`config.mk`:
```
export PLATFORM = sky130hd
export DESIGN_NAME = mul_issue_buffer_flat
export DESIGN_NICKNAME = d
export VERILOG_FILES = /design/src/rtl/mul_issue_buffer_if.sv /design/src/rtl/mul_issue_buffer.sv /design/src/flat_wrapper.sv
export SDC_FILE = /design/constraint.sdc
export NUM_CORES = 1
export LEC_CHECK = 0
export ABC_AREA = 1
export CORE_ASPECT_RATIO = 0.75
export CORE_MARGIN = 1.5
export CORE_UTILIZATION = 40
export DETAILED_ROUTE_END_ITERATION = 10
export GPL_ROUTABILITY_DRIVEN = 1
export MAX_ROUTING_LAYER = met4
export PLACE_DENSITY = 0.8
export SETUP_SLACK_MARGIN = 0.3
export SLEW_MARGIN = 30
export SYNTH_ARGS = -nofsm -noshare
export SYNTH_HDL_FRONTEND = slang
export SYNTH_SLANG_ARGS = --single-unit
```
`constraint.sdc`:
```
create_clock -name clk -period 2.95 [get_ports clk]
set_input_delay 0.59 -clock clk [delete_from_list [all_inputs] [get_ports clk]]
set_output_delay 0.59 -clock clk [all_outputs]
set_load 0.03 [all_outputs]
```
`src/rtl/mul_issue_buffer_if.sv`:
```
// Opcode package and handshake bundle for the multiply issue buffer.
// slave = buffer side, master = issue/multiplier/writeback side.
package mul_pkg;
  typedef enum logic [1:0] {
    MUL_MUL   = 2'd0,
    MUL_MULH  = 2'd1,
    MUL_MULHU = 2'd2
  } mul_opcode_t;
endpackage

interface mul_issue_buffer_if #(
  parameter int TAG_W = 8
);
  import mul_pkg::*;

  logic              flush;
  logic              in_valid;
  logic              in_ready;
  mul_opcode_t       in_opcode;
  logic [31:0]       in_src1;
  logic [31:0]       in_src2;
  logic [TAG_W-1:0]  in_tag;
  logic              mul_valid;
  mul_opcode_t       mul_opcode;
  logic [31:0]       mul_src1;
  logic [31:0]       mul_src2;
  logic [31:0]       mul_result;
  logic              out_valid;
  logic              out_ready;
  logic [31:0]       out_result;
  logic [TAG_W-1:0]  out_tag;
  logic              busy;

  modport slave (
    input  flush, in_valid, in_opcode,
    input  in_src1, in_src2, in_tag,
    input  mul_result, out_ready,
    output in_ready, mul_valid, mul_opcode,
    output mul_src1, mul_src2,
    output out_valid, out_result, out_tag,
    output busy
  );

  modport master (
    output flush, in_valid, in_opcode,
    output in_src1, in_src2, in_tag,
    output mul_result, out_ready,
    input  in_ready, mul_valid, mul_opcode,
    input  mul_src1, mul_src2,
    input  out_valid, out_result, out_tag,
    input  busy
  );
endinterface

```
`src/rtl/mul_issue_buffer.sv`:
```
// Execute-stage wrapper for a 1-cycle pipelined multiplier: issue
// handshake, product capture and a small result FIFO for writeback.
// Ports: clk, reset (sync, active-high), io (mul_issue_buffer_if.slave).
module mul_issue_buffer
  import mul_pkg::*;
#(
  parameter int TAG_W = 8,
  parameter int DEPTH = 2
) (
  input logic             clk,
  input logic             reset,
  mul_issue_buffer_if.slave io
);

  localparam int PW = $clog2(DEPTH);
  localparam int CW = PW + 1;
  localparam logic [CW:0] LIM = (CW+1)'(DEPTH);

  logic             inflight_q, inflight_d;
  logic [TAG_W-1:0] itag_q, itag_d;
  logic [PW-1:0]    rd_q, rd_d;
  logic [PW-1:0]    wr_q, wr_d;
  logic [CW-1:0]    cnt_q, cnt_d;

  logic [31:0]      res_q [DEPTH];
  logic [TAG_W-1:0] tagm_q [DEPTH];

  logic             kill;
  logic             fire;
  logic             push;
  logic             pop;
  logic [CW:0]      occ;

  assign kill = reset | io.flush;

  assign io.out_valid  = (cnt_q != '0);
  assign io.out_result = res_q[rd_q];
  assign io.out_tag    = tagm_q[rd_q];
  assign io.busy       = inflight_q | io.out_valid;

  assign pop = io.out_valid & io.out_ready;

  // Slots committed after this edge: stored + in flight - leaving.
  assign occ = {1'b0, cnt_q}
             + {{CW{1'b0}}, inflight_q}
             - {{CW{1'b0}}, pop};

  assign io.in_ready = !kill && (occ < LIM);
  assign fire        = io.in_valid & io.in_ready;
  assign push        = inflight_q & ~kill;

  assign io.mul_valid  = fire;
  assign io.mul_opcode = io.in_opcode;
  assign io.mul_src1   = io.in_src1;
  assign io.mul_src2   = io.in_src2;

  always_comb begin
    inflight_d = fire;
    itag_d     = itag_q;
    rd_d       = rd_q + PW'(pop);
    wr_d       = wr_q + PW'(push);
    cnt_d      = cnt_q + CW'(push) - CW'(pop);
    if (fire) itag_d = io.in_tag;
    if (kill) begin
      inflight_d = 1'b0;
      rd_d       = '0;
      wr_d       = '0;
      cnt_d      = '0;
    end
  end

  always_ff @(posedge clk) begin
    if (reset) begin
      inflight_q <= 1'b0;
      itag_q     <= '0;
      rd_q       <= '0;
      wr_q       <= '0;
      cnt_q      <= '0;
    end else begin
      inflight_q <= inflight_d;
      itag_q     <= itag_d;
      rd_q       <= rd_d;
      wr_q       <= wr_d;
      cnt_q      <= cnt_d;
    end
  end

  always_ff @(posedge clk) begin
    if (push) begin
      res_q[wr_q]  <= io.mul_result;
      tagm_q[wr_q] <= itag_q;
    end
  end

  always_ff @(posedge clk) begin
    if (push && !pop)
      assert (cnt_q < CW'(DEPTH))
        else $error("result fifo overflow");
  end

endmodule

```
`src/flat_wrapper.sv`:
```
// flat-port wrapper written by rule: the top's interface ports become plain ports
module mul_issue_buffer_flat import mul_pkg::*;
#(
  parameter int TAG_W = 8,
  parameter int DEPTH = 2
)
  (clk, reset, io_flush, io_in_valid, io_in_opcode, io_in_src1, io_in_src2, io_in_tag, io_mul_result, io_out_ready, io_in_ready, io_mul_valid, io_mul_opcode, io_mul_src1, io_mul_src2, io_out_valid, io_out_result, io_out_tag, io_busy);
  mul_issue_buffer_if #(.TAG_W(TAG_W)) io_i ();
  input logic clk;
  input logic reset;
  input wire logic [$bits(io_i.flush)-1:0] io_flush;
  input wire logic [$bits(io_i.in_valid)-1:0] io_in_valid;
  input wire logic [$bits(io_i.in_opcode)-1:0] io_in_opcode;
  input wire logic [$bits(io_i.in_src1)-1:0] io_in_src1;
  input wire logic [$bits(io_i.in_src2)-1:0] io_in_src2;
  input wire logic [$bits(io_i.in_tag)-1:0] io_in_tag;
  input wire logic [$bits(io_i.mul_result)-1:0] io_mul_result;
  input wire logic [$bits(io_i.out_ready)-1:0] io_out_ready;
  output wire logic [$bits(io_i.in_ready)-1:0] io_in_ready;
  output wire logic [$bits(io_i.mul_valid)-1:0] io_mul_valid;
  output wire logic [$bits(io_i.mul_opcode)-1:0] io_mul_opcode;
  output wire logic [$bits(io_i.mul_src1)-1:0] io_mul_src1;
  output wire logic [$bits(io_i.mul_src2)-1:0] io_mul_src2;
  output wire logic [$bits(io_i.out_valid)-1:0] io_out_valid;
  output wire logic [$bits(io_i.out_result)-1:0] io_out_result;
  output wire logic [$bits(io_i.out_tag)-1:0] io_out_tag;
  output wire logic [$bits(io_i.busy)-1:0] io_busy;
  assign io_i.flush = io_flush;
  assign io_i.in_valid = io_in_valid;
  assign io_i.in_opcode = io_in_opcode;
  assign io_i.in_src1 = io_in_src1;
  assign io_i.in_src2 = io_in_src2;
  assign io_i.in_tag = io_in_tag;
  assign io_i.mul_result = io_mul_result;
  assign io_i.out_ready = io_out_ready;
  assign io_in_ready = io_i.in_ready;
  assign io_mul_valid = io_i.mul_valid;
  assign io_mul_opcode = io_i.mul_opcode;
  assign io_mul_src1 = io_i.mul_src1;
  assign io_mul_src2 = io_i.mul_src2;
  assign io_out_valid = io_i.out_valid;
  assign io_out_result = io_i.out_result;
  assign io_out_tag = io_i.out_tag;
  assign io_busy = io_i.busy;
  mul_issue_buffer #(.TAG_W(TAG_W), .DEPTH(DEPTH)) u_core (.clk(clk), .reset(reset), .io(io_i));
endmodule
```
==> results of run 1 <==
## metal layers
layer,part of all wire [%],vias up,track usage [%]
li1,-,1236,-
met1,41,1182,17.1
met2,49,98,26.9
met3,7.5,29,5.97
met4,2.4,0,6.18
met5,0,-,-
## layout make-up
cell class | instances | area (um2) | share of cell area [%]
timing repair buffer | 102 | 985 | 19.3
inverter | 39 | 154 | 3.02
clock inverter | 6 | 63.8 | 1.25
multi-input combinational | 179 | 822 | 16.1
sequential | 93 | 2670 | 52.4
tap | 136 | 170 | 3.34
clock buffer | 10 | 229 | 4.50
## logic make-up after synthesis
logic type                 after synthesis  share of synthesized area, %
adders and majority gates                6                          1.99
and+or+nand+nor                        170                          17.1
AOI/OAI and AO/OA                        2                         0.301
xor gates and xnor gates                 1                         0.211
buffers and inverters                  115                          16.4
DFF                                     93                          64.0
## power by group through the flow
stage / Combinational (W) / Sequential [W] / Clock (W)
after global routing: 0.000178 / 0.00145 / 0.00119
after floorplan: 0.000232 / 0.00147 / 0
final: 0.000164 / 0.00145 / 0.00110
after CTS: 0.000165 / 0.00145 / 0.00113
after global placement: 0.000156 / 0.00147 / 0
after detailed placement: 0.000161 / 0.00148 / 0
## worst max-delay path by stage
stage | endpoint | slack (ns) | cells past startpoint
after CTS | io_mul_valid | 0.01 | 9
after detailed placement | io_mul_valid | -0.28 | 10
after global placement | io_mul_valid | -0.30 | 10
after floorplan | io_mul_valid | 0.13 | 8
after global routing | io_mul_valid | -0.08 | 9
final | io_mul_valid | 0.02 | 9
## state kept, by name, indices dropped and copies added (netlist names)
signal,flops
u_core.res_q,64
u_core.tagm_q,16
u_core.itag_q,8
u_core.cnt_q,2
u_core.inflight_q,1
u_core.rd_q,1
u_core.wr_q,1
## what timing repair did
action | CTS | global route
setup buffers | 3 | 1
resized for setup | 8 | 1
pin swaps | 6 | 0
endpoints found under the setup margin | 7 | 25
## critical path, delay by kind of cell (launching register included)
family	cells	cell delay [ns]
AND/OR/NAND/NOR	3	0.45
adder cells (fa/ha/maj)	2	0.77
flip-flops	1	0.34
buffers and inverters	3	0.26
AO/OA/AOI/OAI	1	0.18
## layout by cell type (no fill, tap or decap), types with 2 or more instances in the layout
cell type / instances
buf_4: 18
buf_6: 3
clkbuf_16: 9
clkdlybuf4s50_1: 79
clkinv_4: 2
clkinvlp_4: 3
dfxtp_1: 11
edfxtp_1: 80
ha_1: 3
ha_2: 2
inv_1: 33
inv_2: 4
nand2_1: 143
nand2_4: 2
nand4_1: 8
nor2_1: 12
## through the flow
stage / total power, W / hold WS (ns)
floorplan: 0.00171 / 0.426
global placement: 0.00163 / 0.433
detailed placement: 0.00164 / 0.442
CTS: 0.00274 / 0.458
global route: 0.00281 / 0.478
finish: 0.00271 / 0.457
==> qor.yml, run 1 <==
status: "finished, final reports clean"
cts_hold_buf: 0
r2r_slack_ns: 0.54
async_flop_share_pct: 0
swShare_pct: 19.6
num_vias: 2545
period_needed_ns: 2.93
synthCells: 387
r2r-end: "u_core.itag_q[0]"
io_buffers: 88
min_delay_worst_endpoint: "u_core.tagm_q[1][3]"
yosys-top-cells-count: "nand2_1, edfxtp_1, buf_4"
drive_gt1_share_pct: 12.1
worstPathArrival_ns: 2.34
htree_levels: 3
wl_per_cell_um: 14.7
synth_most_common_cell: "nand2_1"
synthDominantCellAreaShare_pct: 57.8
synth_edf_count: 80
crit_path_cell_trace: "o21a_1 > ha_1 > or2_4 > fa_1 > inv_2 > nor2_8 > nand3_4 > clkinvlp_4 > buf_6"
clockRootBuffer: "clkbuf_16"
row_count: 32
max-clock-path-buffers: 2
synth_area_per_cell_um2: 10.7
drv_slew: 0
setup.worst_path.class: "reg2out"
ys_types: 21
p_int_w: 0.00218
synthTopCellsByArea: "edfxtp_1, nand2_1, buf_4"
cts_tree: "yes"
critPathMaxStageDelay_ns: 0.50
max_freq_ghz: 0.342
p_clk_share_pct: 40.7
hold_class: "reg2reg"
grt_pass1_vias: 2673
final_core_util_pct: 49.9
leakage_nw: 2.06
fp.dieH_um: 91.3
cp-start-kind: "flip-flop"
core_um2: 10200
rr_worst_depth: 12
area_delta_synth_final_pct: 22.4
drcViolationCount: 0
die_area_um2: 11000
clock_sinks: 93
cap_violations: 0
grt_setup_unrepaired: "yes"
synth_nets: 504
finalHoldViolations: 0
grt.total_usage_pct: 16.0
synth_area_um2: 4160
final_area_um2: 5090
drtPass1Iterations: 4
antenna_found_initial: 0
finalSetupViolCount: 0
fin_cells: 565
placed_area_um2: 4750
p_switching_w: 0.000532
skew_ns: 0.00640
die_w_um: 121
yosysSeqAreaShare_pct: 64.0
numCtsBuffers: 9
min_path_cells: 0
nFillCells: 922
worst_pin_slew_ns: 0.338
critPathRequiredTime_ns: 2.36
ys.flop_type: "edfxtp_1"
dp_hpwl_um: 5820
worstReg2RegStart: "u_core.cnt_q[1]"
startpoint: "u_core.cnt_q[1]"
grt_max_degree: 43
antennaDiodeCount: 0
crit_fanout: 3
placedCellCount: 545
clk_latency_ns: 0.33
routed_via_density: 4.50
drtIter0Drc: 115
worst_setup_path_end_kind: "primary output"
min_from: "u_core.itag_q[3]"
seq_power_share_pct: 53.3
slowest_stage: "fa_1"
clk_pin_slew_ns: 0.06
grt_pass1_wl_um: 13000
ant_nets: 0
initial_utilization_pct: 40.7
synth_top_area_cell: "edfxtp_1"
grt-ovfl-total: 0
fin_crit_sh_pct: 99.2
finalSetupTns_ns: 0
setup_ws_ns: 0.0239
io_pins: 221
p_per_area_nw_per_um2: 533
ys_ff_latch: 93
gp_routability_congestion: 0.764
drt_wl_total_um: 8320
post-place-ws_ns: -0.283
vdd_drop_max_v: 0.000375
combPwrFrac_pct: 6.1
final_nets: 541
ys_warn_count: 0
slew_headroom_pct: 77.5
No activity file was read; power rests on OpenSTA's default activity.
==> inputs of run 2 (changes only) <==
==> constraint.sdc (replaced) <==
create_clock -name clk -period 2.95 [get_ports clk]
set_input_delay 0.59 -clock clk [delete_from_list [all_inputs] [get_ports clk]]
set_output_delay 0.59 -clock clk [all_outputs]
set_load 0.02 [all_outputs]
==> run 2 against run 1 <==
  * Fmax rose by 2.7%
  * Worst hold slack got worse by 0.0056 ns
  * Clock-buffer cell count fell by 1
  * Critical path depth did not move
  * Critical path type unchanged
  * Critical endpoint unchanged
  * Largest power group unchanged
==> qor.yml, run 2 (synthesis results as in run 1) <==
max-clock-path-buffers: 2
ant_nets: 0
leakage_nw: 2.06
critPathRequiredTime_ns: 2.36
crit_fanout: 3
worst_setup_path_end_kind: "primary output"
finalSetupViolCount: 0
setup_ws_ns: 0.0999
multi_input_area_um2: 822
slew_headroom_pct: 77.5
clock_sinks: 93
htree_levels: 3
skew_ns: 0.00888
nFillCells: 895
drv_slew: 0
drtPass1Iterations: 4
hold_class: "reg2reg"
holdWs_ns: 0.452
clockRootBuffer: "clkbuf_16"
io_buffers: 88
worstPathArrival_ns: 2.26
largest-register: "u_core.res_q"
largest_reg_flops: 64
initial_utilization_pct: 40.7
period_needed_ns: 2.85
antenna_found_initial: 0
p_per_area_nw_per_um2: 540
die_area_um2: 11000
drtIter0Drc: 100
grt.total_usage_pct: 15.5
dp_hpwl_um: 5660
drive_gt1_share_pct: 10.1
setup.worst_path.class: "reg2out"
final_core_util_pct: 49.9
drcViolationCount: 0
io_pins: 221
cts_tree: "yes"
drt_wl_total_um: 7930
fin_crit_sh_pct: 96.6
cts_hold_buf: 0
finalHoldViolations: 0
cts_setup_buffers: 0
clk_pin_slew_ns: 0.07
fp.dieH_um: 91.3
largestRegisters: "u_core.res_q: 64 flops, u_core.tagm_q: 16 flops, u_core.itag_q: 8 flops"
num_vias: 2537
grt_max_degree: 41
worst_pin_slew_ns: 0.337
area_delta_synth_final_pct: 22.5
max_freq_ghz: 0.351
grt_pass1_vias: 2584
gp_routability_congestion: 0.805
core_um2: 10200
grt_setup_unrepaired: "yes"
wl_per_cell_um: 14.1
final_nets: 538
row_count: 32
clk_latency_ns: 0.33
status: "finished, final reports clean"
grt_pass1_wl_um: 12600
post-place-ws_ns: -0.778
routed_via_density: 4.51
vdd_drop_max_v: 0.000318
cap_violations: 0
final_common_cell: "nand2_1"
die_w_um: 121
antennaDiodeCount: 0
numCtsBuffers: 9
cp-start-kind: "flip-flop"
regArea_um2: 2660
grt-ovfl-total: 0
final_cell_mix: "nand2_1, clkdlybuf4s50_1, edfxtp_1"
run 2: cell types whose count changed in the layout (fill, tap and decap cells not counted), sizes merged:
| cell | change |
|---|---|
| inv | +6 |
| clkinv | -2 |
| clkdlybuf4s50 | +6 |
| clkinvlp | -3 |
| buf | -9 |
| clkbuf | -1 |
run 2: routing by layer:
| metal | global-route usage [%] | vias up | part of all wire [%] |
|---|---|---|---|
| met5 | - | - | 0 |
| met4 | 7.65 | 0 | 3.9 |
| met3 | 5.90 | 33 | 6.6 |
| met2 | 24.5 | 102 | 48 |
| met1 | 17.1 | 1169 | 41 |
| li1 | - | 1233 | - |
run 2: cell type report:
cell class / count / area share [%]
Clock buffer: 9 / 4.42
Inverter: 39 / 2.92
Tap cell: 136 / 3.34
Multi-Input combinational cell: 179 / 16.1
Clock inverter: 7 / 1.52
Timing Repair Buffer: 99 / 19.4
Sequential cell: 93 / 52.3
run 2: power breakdown:
part           internal, W  leakage [nW]  switching (W)  total (W)
clock             0.000668         0.153       0.000484    0.00115
combinational    0.0000860          1.08      0.0000671   0.000153
sequential         0.00144         0.831     0.00000646    0.00145
run 2: per-stage QoR:
step / instances / power (W) / setup TNS, ns / area [um2]
after global placement: 546 / 0.00162 / -1.43 / 4790
after detailed placement: 546 / 0.00163 / -1.51 / 4790
after CTS: 562 / 0.00279 / 0 / 5090
after floorplan: 387 / 0.00166 / 0 / 4160
final: 562 / 0.00275 / 0 / 5090
after global routing: 562 / 0.00285 / -0.0140 / 5090
run 2: critical path, cell delays in order, from the launching register on:
cell     delay, ns
dfxtp_1       0.31
o21a_1        0.20
ha_1          0.27
or2_4         0.23
fa_1          0.50
inv_2         0.06
nor2_8        0.12
nand3_4       0.08
inv_4         0.06
buf_6         0.10
run 2: timing repair:
item,in CTS,in global routing
endpoints found under the setup margin,2,2
pin swaps,4,0
gates resized for setup,16,0
run 2: worst paths after layout:
| kind | from | end | slack [ns] | cells past startpoint |
|---|---|---|---|---|
| min reg2reg | u_core.itag_q[1] | u_core.tagm_q[1][1] | 0.45 | 0 |
| min | u_core.itag_q[1] | u_core.tagm_q[1][1] | 0.45 | 0 |
| max | u_core.cnt_q[1] | io_mul_valid | 0.1 | 9 |
| max reg2reg | u_core.cnt_q[1] | u_core.itag_q[6] | 0.74 | 11 |
==> inputs of run 3 (changes only) <==
--- a/config.mk
+++ b/config.mk
@@ -6,7 +6,7 @@
 export NUM_CORES = 1
 export LEC_CHECK = 0
 export ABC_AREA = 1
-export CORE_ASPECT_RATIO = 0.75
+export CORE_ASPECT_RATIO = 1.1
 export CORE_MARGIN = 1.5
 export CORE_UTILIZATION = 40
 export DETAILED_ROUTE_END_ITERATION = 10
==> run 3 against run 2 <==
  * Critical path depth unchanged
  * Register-to-register slack got worse by 0.27 ns
  * Via count hardly changed
  * Sequential share of layout area grew 1.2 points
  * Cell area is 2.3% lower
  * Sequential power about the same
  * Non-clock buffer count up 6
  * Critical endpoint unchanged
==> qor.yml, run 3 (synthesis results as in run 1) <==
routed_via_density: 4.59
final_common_cell: "nand2_1"
num_vias: 2536
nFillCells: 886
grt_pass1_wl_um: 12800
largest-register: "u_core.res_q"
antennaDiodeCount: 0
slew_headroom_pct: 76.9
initial_utilization_pct: 41.7
cap_violations: 0
grt_setup_unrepaired: "yes"
period_needed_ns: 2.91
swShare_pct: 19.9
core_um2: 9980
fin_cells: 552
seq_power_share_pct: 60.5
antenna_found_initial: 0
drv_slew: 0
holdWs_ns: 0.457
wl_per_cell_um: 15.2
max_freq_ghz: 0.343
grt.total_usage_pct: 16.1
critPathMaxStageDelay_ns: 0.51
ant_nets: 0
grt_pass1_vias: 2577
p_switching_w: 0.000477
clk_pin_slew_ns: 0.08
worstPathArrival_ns: 2.32
clock_sinks: 93
die_area_um2: 11000
htree_levels: 3
grt_max_degree: 26
status: "finished, final reports clean"
finalHoldViolations: 0
drtPass1Iterations: 4
crit_path_cell_trace: "o21a_1 > ha_1 > or2_4 > fa_1 > inv_2 > nor2_8 > nand3_4 > inv_4 > buf_6"
io_pins: 221
fin_crit_sh_pct: 98.8
setup.worst_path.class: "reg2out"
final_cell_mix: "nand2_1, clkdlybuf4s50_1, edfxtp_1"
cp-start-kind: "flip-flop"
drtIter0Drc: 148
fp.dieH_um: 110
dp_hpwl_um: 5990
placedCellCount: 532
p_per_area_nw_per_um2: 480
crit_family: "adder cells"
crit_fanout: 3
p_clk_share_pct: 33.1
clk_latency_ns: 0.35
cts_hold_buf: 0
die_w_um: 100
p_int_w: 0.00191
final_core_util_pct: 49.8
largest_reg_flops: 64
numCtsBuffers: 9
clockRootBuffer: "clkbuf_8"
max-clock-path-buffers: 2
row_count: 38
area_delta_synth_final_pct: 19.6
drive_gt1_share_pct: 10.4
combPwrFrac_pct: 6.5
cts_tree: "yes"
hold_class: "reg2reg"
skew_ns: 0.00642
worst_pin_slew_ns: 0.347
vdd_drop_max_v: 0.000215
critical_path.n_buffers_inverters: 3
grt-ovfl-total: 0
io_buffers: 88
gp_routability_congestion: 0.732
drcViolationCount: 0
worst_setup_path_end_kind: "primary output"
largestRegisters: "u_core.res_q: 64 flops, u_core.tagm_q: 16 flops, u_core.itag_q: 8 flops"
final_nets: 544
drt_wl_total_um: 8390
finalSetupViolCount: 0
critPathRequiredTime_ns: 2.36
p_total_w: 0.00239
slowest_stage: "fa_1"
r2r_slack_ns: 0.47
leakage_nw: 2.02
run 3: cell types whose count changed in the layout (fill, tap and decap cells not counted), sizes merged:
cell	delta
clkinvlp	+1
clkinv	+1
buf	+5
clkdlybuf4s15	+1
inv	-4
clkbuf	+2
run 3: power groups by stage:
stage / Clock, W / Sequential, W / Combinational [W]
floorplan: 0 / 0.00147 / 0.000188
global placement: 0 / 0.00147 / 0.000149
detailed placement: 0 / 0.00148 / 0.000154
CTS: 0.000813 / 0.00144 / 0.000155
global route: 0.000870 / 0.00145 / 0.000169
finish: 0.000790 / 0.00144 / 0.000155
run 3: final timing paths:
path / to / startpoint / cells past startpoint
max: io_mul_valid / u_core.cnt_q[0] / 9
max reg2reg: u_core.itag_q[1] / u_core.cnt_q[0] / 13
min: u_core.tagm_q[1][4] / u_core.itag_q[4] / 0
min reg2reg: u_core.tagm_q[1][4] / u_core.itag_q[4] / 0
run 3: metrics by stage:
stage	instance area, um2	worst slack (ns)	TNS (ns)
2_1_floorplan	4160	0.194	0
3_3_place_gp	4760	-0.682	-1.34
3_5_place_dp	4760	-0.715	-1.39
4_1_cts	4960	0.0172	0
5_1_grt	4970	-0.0853	-0.168
6_report	4970	0.0356	0
run 3: cell type report:
type	count	area (um2)	share of cell area (%)
inverter	39	149	2.99
sequential	93	2660	53.5
clock inverter	5	51.3	1.03
timing repair buffer	105	1010	20.2
tap	120	150	3.02
multi-input combinational	179	822	16.5
clock buffer	11	131	2.64
run 3: layer usage:
layer,global-route usage [%],vias up,routed length [um]
met5,-,-,0
met1,16.4,1144,3120
li1,-,1237,-
met3,7.69,43,899
met4,10.5,0,301
met2,24.8,112,4070
run 3: what timing repair did:
action / 4_1_cts / 5_1_grt
setup buffers: 2 / 2
pin swaps: 5 / 6
gates resized for setup: 13 / 1
endpoints found under the setup margin: 2 / 2
